==> config.mk <==
export PLATFORM = sky130hd
export DESIGN_NAME = boot_loader
export DESIGN_NICKNAME = d
export VERILOG_FILES = /design/src/rtl/boot_loader_pkg.sv /design/src/rtl/boot_loader.sv
export SDC_FILE = /design/constraint.sdc
export NUM_CORES = 1
export LEC_CHECK = 0
export ABC_CLOCK_PERIOD_IN_PS = 3100
export BUFFER_PORTS_ARGS = -buffer_cell sky130_fd_sc_hd__buf_2
export CORE_MARGIN = 2
export CORE_UTILIZATION = 30
export DETAILED_ROUTE_END_ITERATION = 16
export PLACE_DENSITY = 0.55
export SYNTH_ARGS = -nofsm -noshare
export SYNTH_HDL_FRONTEND = slang
export SYNTH_SLANG_ARGS = --single-unit
==> constraint.sdc <==
create_clock -name Clk -period 3.1 [get_ports Clk]
set_clock_uncertainty 0.1 [all_clocks]
set_input_delay 0.62 -clock Clk [delete_from_list [all_inputs] [get_ports Clk]]
set_output_delay 0.62 -clock Clk [all_outputs]
set_load 0.02 [all_outputs]
==> src/rtl/boot_loader_pkg.sv <==
// Shared types for the program loader: FSM encoding and big-endian byte lane table.
// Pure declarations; no latency or flow-control behaviour of its own.
package boot_loader_pkg;

  typedef enum logic [2:0] {
    ST_LOAD    = 3'd0,
    ST_WRITE   = 3'd1,
    ST_RELEASE = 3'd2,
    ST_RUN     = 3'd3,
    ST_ERROR   = 3'd4
  } state_t;

  // LSB position of each byte, indexed by byte_idx; index 0 goes to the lowest address.
  localparam logic [4:0] BYTE_LSB [4] = '{5'd24, 5'd16, 5'd8, 5'd0};

endpackage

==> src/rtl/boot_loader.sv <==
// Streams 32-bit words big-endian into byte RAM over the MFC handshake, then releases the CPU.
// 1 accept + 4 write cycles per word at best; word_ready is low while a word is being written.
module boot_loader
  import boot_loader_pkg::*;
#(
  parameter int ADDR_W       = 9,
  parameter int BASE_ADDR    = 0,
  parameter int RESET_CYCLES = 2,
  parameter int MFC_TIMEOUT  = 15
) (
  input  logic              Clk,
  input  logic              RESET,
  input  logic              word_valid,
  input  logic [31:0]       word_data,
  input  logic              word_last,
  output logic              word_ready,
  output logic              mem_we,
  output logic [ADDR_W-1:0] mem_addr,
  output logic [7:0]        mem_wdata,
  input  logic              mem_mfc,
  output logic              cpu_reset,
  output logic              load_done,
  output logic              load_error,
  output logic [ADDR_W-2:0] word_count
);

  localparam int CNT_MAX = (MFC_TIMEOUT > RESET_CYCLES) ? MFC_TIMEOUT : RESET_CYCLES;
  localparam int CNT_W   = $clog2(CNT_MAX + 1);

  state_t             state;
  logic [1:0]         byte_idx;
  logic [CNT_W-1:0]   cnt;
  logic [31:0]        word_q;
  logic               last_q;
  logic [ADDR_W+1:0]  word_base;
  logic [ADDR_W+1:0]  word_end;
  logic               overflow;

  // Computed two bits wider so a word that would run past the top of RAM is visible.
  assign word_base = (ADDR_W+2)'(BASE_ADDR) + {1'b0, word_count, 2'b00};
  assign word_end  = word_base + (ADDR_W+2)'(3);
  assign overflow  = word_end > (ADDR_W+2)'((1 << ADDR_W) - 1);

  always_ff @(posedge Clk or negedge RESET) begin
    if (!RESET) begin
      state      <= ST_LOAD;
      word_ready <= 1'b0;
      mem_we     <= 1'b0;
      mem_addr   <= ADDR_W'(BASE_ADDR);
      mem_wdata  <= 8'h00;
      cpu_reset  <= 1'b1;
      load_done  <= 1'b0;
      load_error <= 1'b0;
      word_count <= '0;
      byte_idx   <= 2'd0;
      cnt        <= '0;
      word_q     <= 32'h0;
      last_q     <= 1'b0;
    end else begin
      case (state)
        ST_LOAD: begin
          if (!word_ready) begin
            word_ready <= 1'b1;
          end else if (word_valid) begin
            word_ready <= 1'b0;
            if (overflow) begin
              state      <= ST_ERROR;
              load_error <= 1'b1;
            end else begin
              state     <= ST_WRITE;
              word_q    <= word_data;
              last_q    <= word_last;
              byte_idx  <= 2'd0;
              cnt       <= '0;
              mem_we    <= 1'b1;
              mem_addr  <= word_base[ADDR_W-1:0];
              mem_wdata <= word_data[31:24];
            end
          end
        end

        ST_WRITE: begin
          if (mem_mfc) begin
            cnt <= '0;
            if (byte_idx != 2'd3) begin
              byte_idx  <= byte_idx + 2'd1;
              mem_addr  <= mem_addr + ADDR_W'(1);
              mem_wdata <= word_q[BYTE_LSB[byte_idx + 2'd1] +: 8];
            end else begin
              mem_we     <= 1'b0;
              word_count <= word_count + (ADDR_W-1)'(1);
              if (last_q) begin
                state <= ST_RELEASE;
              end else begin
                state      <= ST_LOAD;
                word_ready <= 1'b1;
              end
            end
          end else if (cnt == CNT_W'(MFC_TIMEOUT - 1)) begin
            state      <= ST_ERROR;
            mem_we     <= 1'b0;
            load_error <= 1'b1;
          end else begin
            cnt <= cnt + CNT_W'(1);
          end
        end

        // cnt was cleared by the final mfc, so counting starts at the edge that left WRITE.
        ST_RELEASE: begin
          if (cnt == CNT_W'(RESET_CYCLES - 1)) begin
            cpu_reset <= 1'b0;
            load_done <= 1'b1;
            state     <= ST_RUN;
          end else begin
            cnt <= cnt + CNT_W'(1);
          end
        end

        ST_RUN, ST_ERROR: begin
          word_ready <= 1'b0;
          mem_we     <= 1'b0;
        end

        default: begin
          state      <= ST_ERROR;
          load_error <= 1'b1;
          mem_we     <= 1'b0;
          word_ready <= 1'b0;
        end
      endcase
    end
  end

endmodule

# ---- Yosys cells after proc, flatten, opt, wreduce, memory -nomap -nowiden
# Cells that the tools add are included.
dict set report totals {
  elab_cells 119
  ff_bits 72
}
dict set report op_classes {
  n_addsub 5
  order_cmp 2
  reduce_logical 14
  n_eq_ne 22
  shift 1
  mux 56
  bitwise_logic 6
}
# cell n
set ops {}
lappend ops {{2-to-1 mux 9 bit} 5}
lappend ops {{2-to-1 mux 8 bit} 5}
lappend ops {{variable part select 32 x 6 -> 8 bit} 1}
lappend ops {{AND reduction 6 bit} 5}
lappend ops {{inequality test 2 bit, second input constant} 13}
lappend ops {{2-to-1 mux 4 bit} 6}
lappend ops {{2-to-1 mux 3 bit} 7}
lappend ops {{case mux 9 bit (2 select lines)} 1}
lappend ops {{2-to-1 mux 1 bit} 16}
lappend ops {{case mux 8 bit (2 select lines)} 1}
lappend ops {{2-to-1 mux 2 bit} 6}
lappend ops {{case mux 3 bit (4 select lines)} 1}
lappend ops {{case mux 4 bit (3 select lines)} 1}
lappend ops {{adder 10 x 2 -> 11 bit, second input constant} 1}
lappend ops {{greater-than comparator 11 x 9 -> 1 bit, second input constant} 1}
lappend ops {{binary-select mux 5 bit (select 2 bit)} 1}
lappend ops {{2-to-1 mux 5 bit} 2}
lappend ops {{adder 9 x 1 -> 9 bit, second input constant} 1}
lappend ops {{inequality test 3 bit, second input constant} 3}
lappend ops {{case mux 1 bit (3 select lines)} 3}
lappend ops {{adder 8 x 1 -> 8 bit, second input constant} 1}
lappend ops {{AND reduction 4 bit} 2}
lappend ops {{equality test 3 x 2 -> 1 bit, second input constant} 2}
lappend ops {{inverter 1 bit} 5}
lappend ops {{other kinds (16)} 16}

# ---- Depth between registers and ports, before layout
dict set report logic_depth {
  ltp_word 9
  ltp_mapped 6
  depth_no_buf 6
}

# ---- Worst setup path before layout
# No wires, ideal clock.
dict set report synth_timing {
  path_kind {reg-to-reg}
  start {register word_count[0]}
  end {register word_q[15]}
  setup_ns 0.125
  slack_ns 0.799
  period_less_slack_ns 2.301
  arrival_ns 2.077
  required_ns 2.875
  stages_incl_launch_ff 6
  cell_sequence {dfrtp_1 ha_1 and4b_1 a2111oi_4 buf_6 mux2_2}
}
dict set report synth_via {
  elab_chain_cells 4
}
# item line_no
set synth_rtl {}
lappend synth_rtl {{from (decl)} boot_loader.sv:24} ;# output logic [ADDR_W-2:0] word_count
lappend synth_rtl {{from (signal assigned)} boot_loader.sv:91} ;# word_count <= word_count + (ADDR_W-1)'(1);
lappend synth_rtl {{adder 10 x 2 -> 11 bit} boot_loader.sv:41} ;# assign word_end = word_base + (ADDR_W+2)'(3);
lappend synth_rtl {{greater-than comparator 11 x 9 -> 1 bit} boot_loader.sv:42} ;# assign overflow = word_end > (ADDR_W+2)'((1 << ADDR_W) - 1);
lappend synth_rtl {{inverter 1 bit (no line)} n/a}
lappend synth_rtl {{AND reduction 4 bit (no line)} n/a}
lappend synth_rtl {{to (signal assigned)} boot_loader.sv:71} ;# word_q <= word_data;
lappend synth_rtl {{to (decl)} boot_loader.sv:33} ;# logic [31:0] word_q;
# Every way passes these cells.
# A chain may end at the register's enable or synchronous reset.

# ---- Final worst setup path
dict set report layout_timing {
  start {register state[0]}
  end {register mem_addr[4]}
}
dict set report layout_via {
  elab_chain_cells 3
  word_cells_on_any_way 10
  cone_classes {eq/ne (6); mux (1); reduce/logical (3)}
}
# item line_no
set layout_rtl {}
lappend layout_rtl {{from (decl)} boot_loader.sv:30} ;# state_t state;
lappend layout_rtl {{from (signal assigned)} boot_loader.sv:46} ;# state <= ST_LOAD;
lappend layout_rtl {{from (signal assigned)} boot_loader.sv:67} ;# state <= ST_ERROR;
lappend layout_rtl {{from (signal assigned)} boot_loader.sv:70} ;# state <= ST_WRITE;
lappend layout_rtl {{equality test 3 x 1 -> 1 bit or zero test 3 bit (tied branches)} boot_loader.sv:60} ;# case (state)
lappend layout_rtl {{inequality test 2 bit (no line) or nonzero test 2 bit (tied branches)} n/a}
lappend layout_rtl {{AND reduction 6 bit (no line)} n/a}
lappend layout_rtl {{to (signal assigned)} boot_loader.sv:49} ;# mem_addr <= ADDR_W'(BASE_ADDR);
lappend layout_rtl {{to (signal assigned)} boot_loader.sv:76} ;# mem_addr <= word_base[ADDR_W-1:0];
lappend layout_rtl {{to (signal assigned)} boot_loader.sv:87} ;# mem_addr <= mem_addr + ADDR_W'(1);
lappend layout_rtl {{to (decl)} boot_loader.sv:18} ;# output logic [ADDR_W-1:0] mem_addr,
# Several ways; a longest one is shown, not always the timed one.

==> impl_metrics.toml <==
[drt]
avgViaCountPerCell = 5.08
ant_nets = 0
vias = 2635
first_pass_iters = 4
drc = 0
drt_iter0_markers = 80
wire_per_inst_um = 15.5
wirelength_mm = 8.05

[layout]
drive_gt1_share_pct = 37.2
multi_input_area_um2 = 1610
final_util_pct = 37.9
layout_common_cells = "71 x dfrtp_1, 66 x buf_2, 35 x mux2_2"
finalNetCount = 414
fillers = 1096
final_common_cell = "dfrtp_1"
area_growth_pct = 22.8
final_cells = 519
regArea_um2 = 1800
antenna_cells = 0
final_area_um2 = 4350

[synthesis]
synth-simple-area-share_pct = 12.5
synthTopCellsByArea = "dfrtp_1 50%, mux2_2 11%, mux4_2 5.1%"
synth_top_cell_area_share_pct = 50.1
synth_edf_count = 0
synthCells = 303
synth_xor_area_share_pct = 1.73
synth.avg_cell_area_um2 = 11.7
syn_nets = 346
yosysSeqAreaShare_pct = 50.9
synth_mux_area_share_pct = 17.1
synth_top_flop_cell = "dfrtp_1"
synth_compound_area_share_pct = 11.8
synth_area_um2 = 3540
synthDistinctLibCells = 55
synthArstFlopShare_pct = 100
synth_fa_ha_area_share_pct = 2.12
yosysWarningCount = 0
yosys.area.top_type = "dfrtp_1"
ys_ff_latch = 72
synth_top_family_by_area = "multiplexers"

[sta]
max_freq_ghz = 0.413
whs_ns = 0.210
period_needed_ns = 2.42
finalSetupViolations = 0
layout_setup_ws_ns = 0.676
worst_pin_slew_ns = 0.648
slew_viol_final = 0
max_slew_margin_pct = 56.3
finalCritPeriodShare_pct = 78.2
setup_tns_ns = 0
rsz0062_at_grt = "false"
hold_violations = 0

[setup_path]
cp.required_ns = 3.25
cp_data_arrival_time_ns = 2.57
crit_fanout = 24
critical_path_class = "reg2reg"
crit_path_end_kind = "register"
rrSetupSlack_ns = 0.68
cp-start-kind = "register"

[floorplan]
die_h_um = 113
die_area_um2 = 12700
dieWidth_um = 113
start_util_pct = 30.9
core.rowCount = 39
io_pins = 67
core_area_um2 = 11500

[grt]
grt_pass1_vias = 2704
grt_pass1_wl_mm = 13.7
grt_overflow = 0
grt_usage_pct = 13.5
grt_start_max_net_pins = 73
antenna_found_initial = 0

[clocking]
clk_latency_ns = 0.33
cts-htree-levels = 3
clk_pin_slew_worst_paths_ns = 0.06
cts.path.max_buffers = 2
root_buffer = "clkbuf_16"
post-cts-setup-buffers = 0
cts_sinks = 72
hold_buffers = 0
postCtsResizedCells = 0
numCtsBuffers = 9
cts_tree = "built"

[pwr]
p_per_area_nw_per_um2 = 884
total_power_mw = 3.85
ir_drop_uv = 371
p_leak_nw = 1.92

[worst_hold_path]
min_path_type = "in2async"

[outcome]
status = "finished, final reports clean"

[placement]
gp_congestion = 0.815
place_area_um2 = 4030
port_buffers = 66
dpl.hpwl_mm = 5.58
place_inst = 503
dp_slack_ns = 0.691

[flow_run]
drv_cap = 0
## worst paths after layout
path | from | to | cells past startpoint
max | state[0] | mem_addr[4] | 4
min | RESET | word_q[9] | 2
max reg2reg | state[0] | mem_addr[4] | 4
min reg2reg | load_done | load_done | 1
max in group asynchronous | RESET | cpu_reset | 2
min in group Clk | load_done | load_done | 1
## sequential cells by signal (all words and copies together), names as in the netlist
| register | count |
|---|---|
| word_q | 32 |
| mem_addr | 9 |
| mem_wdata | 8 |
| word_count | 8 |
| cnt | 4 |
| state | 3 |
| byte_idx | 2 |
| cpu_reset | 1 |
| last_q | 1 |
| load_done | 1 |
| load_error | 1 |
| mem_we | 1 |
| word_ready | 1 |
## final cells by class
type | instances | share of cell area (%)
clock buffer | 10 | 5.49
inverter | 9 | 0.776
tap | 143 | 4.11
clock inverter | 6 | 1.90
timing repair buffer | 73 | 9.37
multi-input combinational | 206 | 36.9
sequential | 72 | 41.4
## report_power, final
part	internal (mW)	switching [mW]
Sequential	1.28	0.249
Combinational	0.628	0.581
Clock	0.721	0.383
## critical path, stage by stage (launching register included)
cell	delay, ns
dfrtp_1	0.60
or3b_2	0.75
nor3_1	0.43
nor2_1	0.24
o22ai_1	0.22
## cells by family (layout without fill, tap and decap cells)
group	Yosys count	count (layout)
fa+ha+maj	6	6
buf+inv	25	98
simple gates	87	87
compound gates	60	60
xor+xnor	7	7
flops	72	72
mux	46	46
## cell usage after synthesis (2+ instances only)
cell,number
nor3_1,14
buf_6,5
nand2_1,29
xnor2_1,6
a41oi_1,2
or3_1,2
o22ai_1,8
clkbuf_1,7
and2_1,2
or2_2,2
o2bb2ai_1,2
nor4_1,2
dfrtp_1,71
ha_1,6
buf_2,3
inv_1,9
mux2_2,35
o31ai_1,2
o211ai_1,3
nand4_1,3
a21oi_1,9
a31oi_1,12
nor3b_1,3
nor2b_1,2
mux2i_1,2
o21ai_0,10
nor2_1,10
nand3_1,8
mux4_2,8
## metal layers
| metal | GRT usage [%] | part of all wire [%] | vias up | wire length [um] |
|---|---|---|---|---|
| li1 | - | - | 1259 | - |
| met1 | 17.5 | 45 | 1284 | 3630 |
| met2 | 20.4 | 46 | 74 | 3700 |
| met3 | 4.05 | 6.1 | 18 | 491 |
| met4 | 7.32 | 2.8 | 0 | 228 |
| met5 | 0 | 0 | - | 0 |
Note: power is estimated with default switching activity, not from simulation.
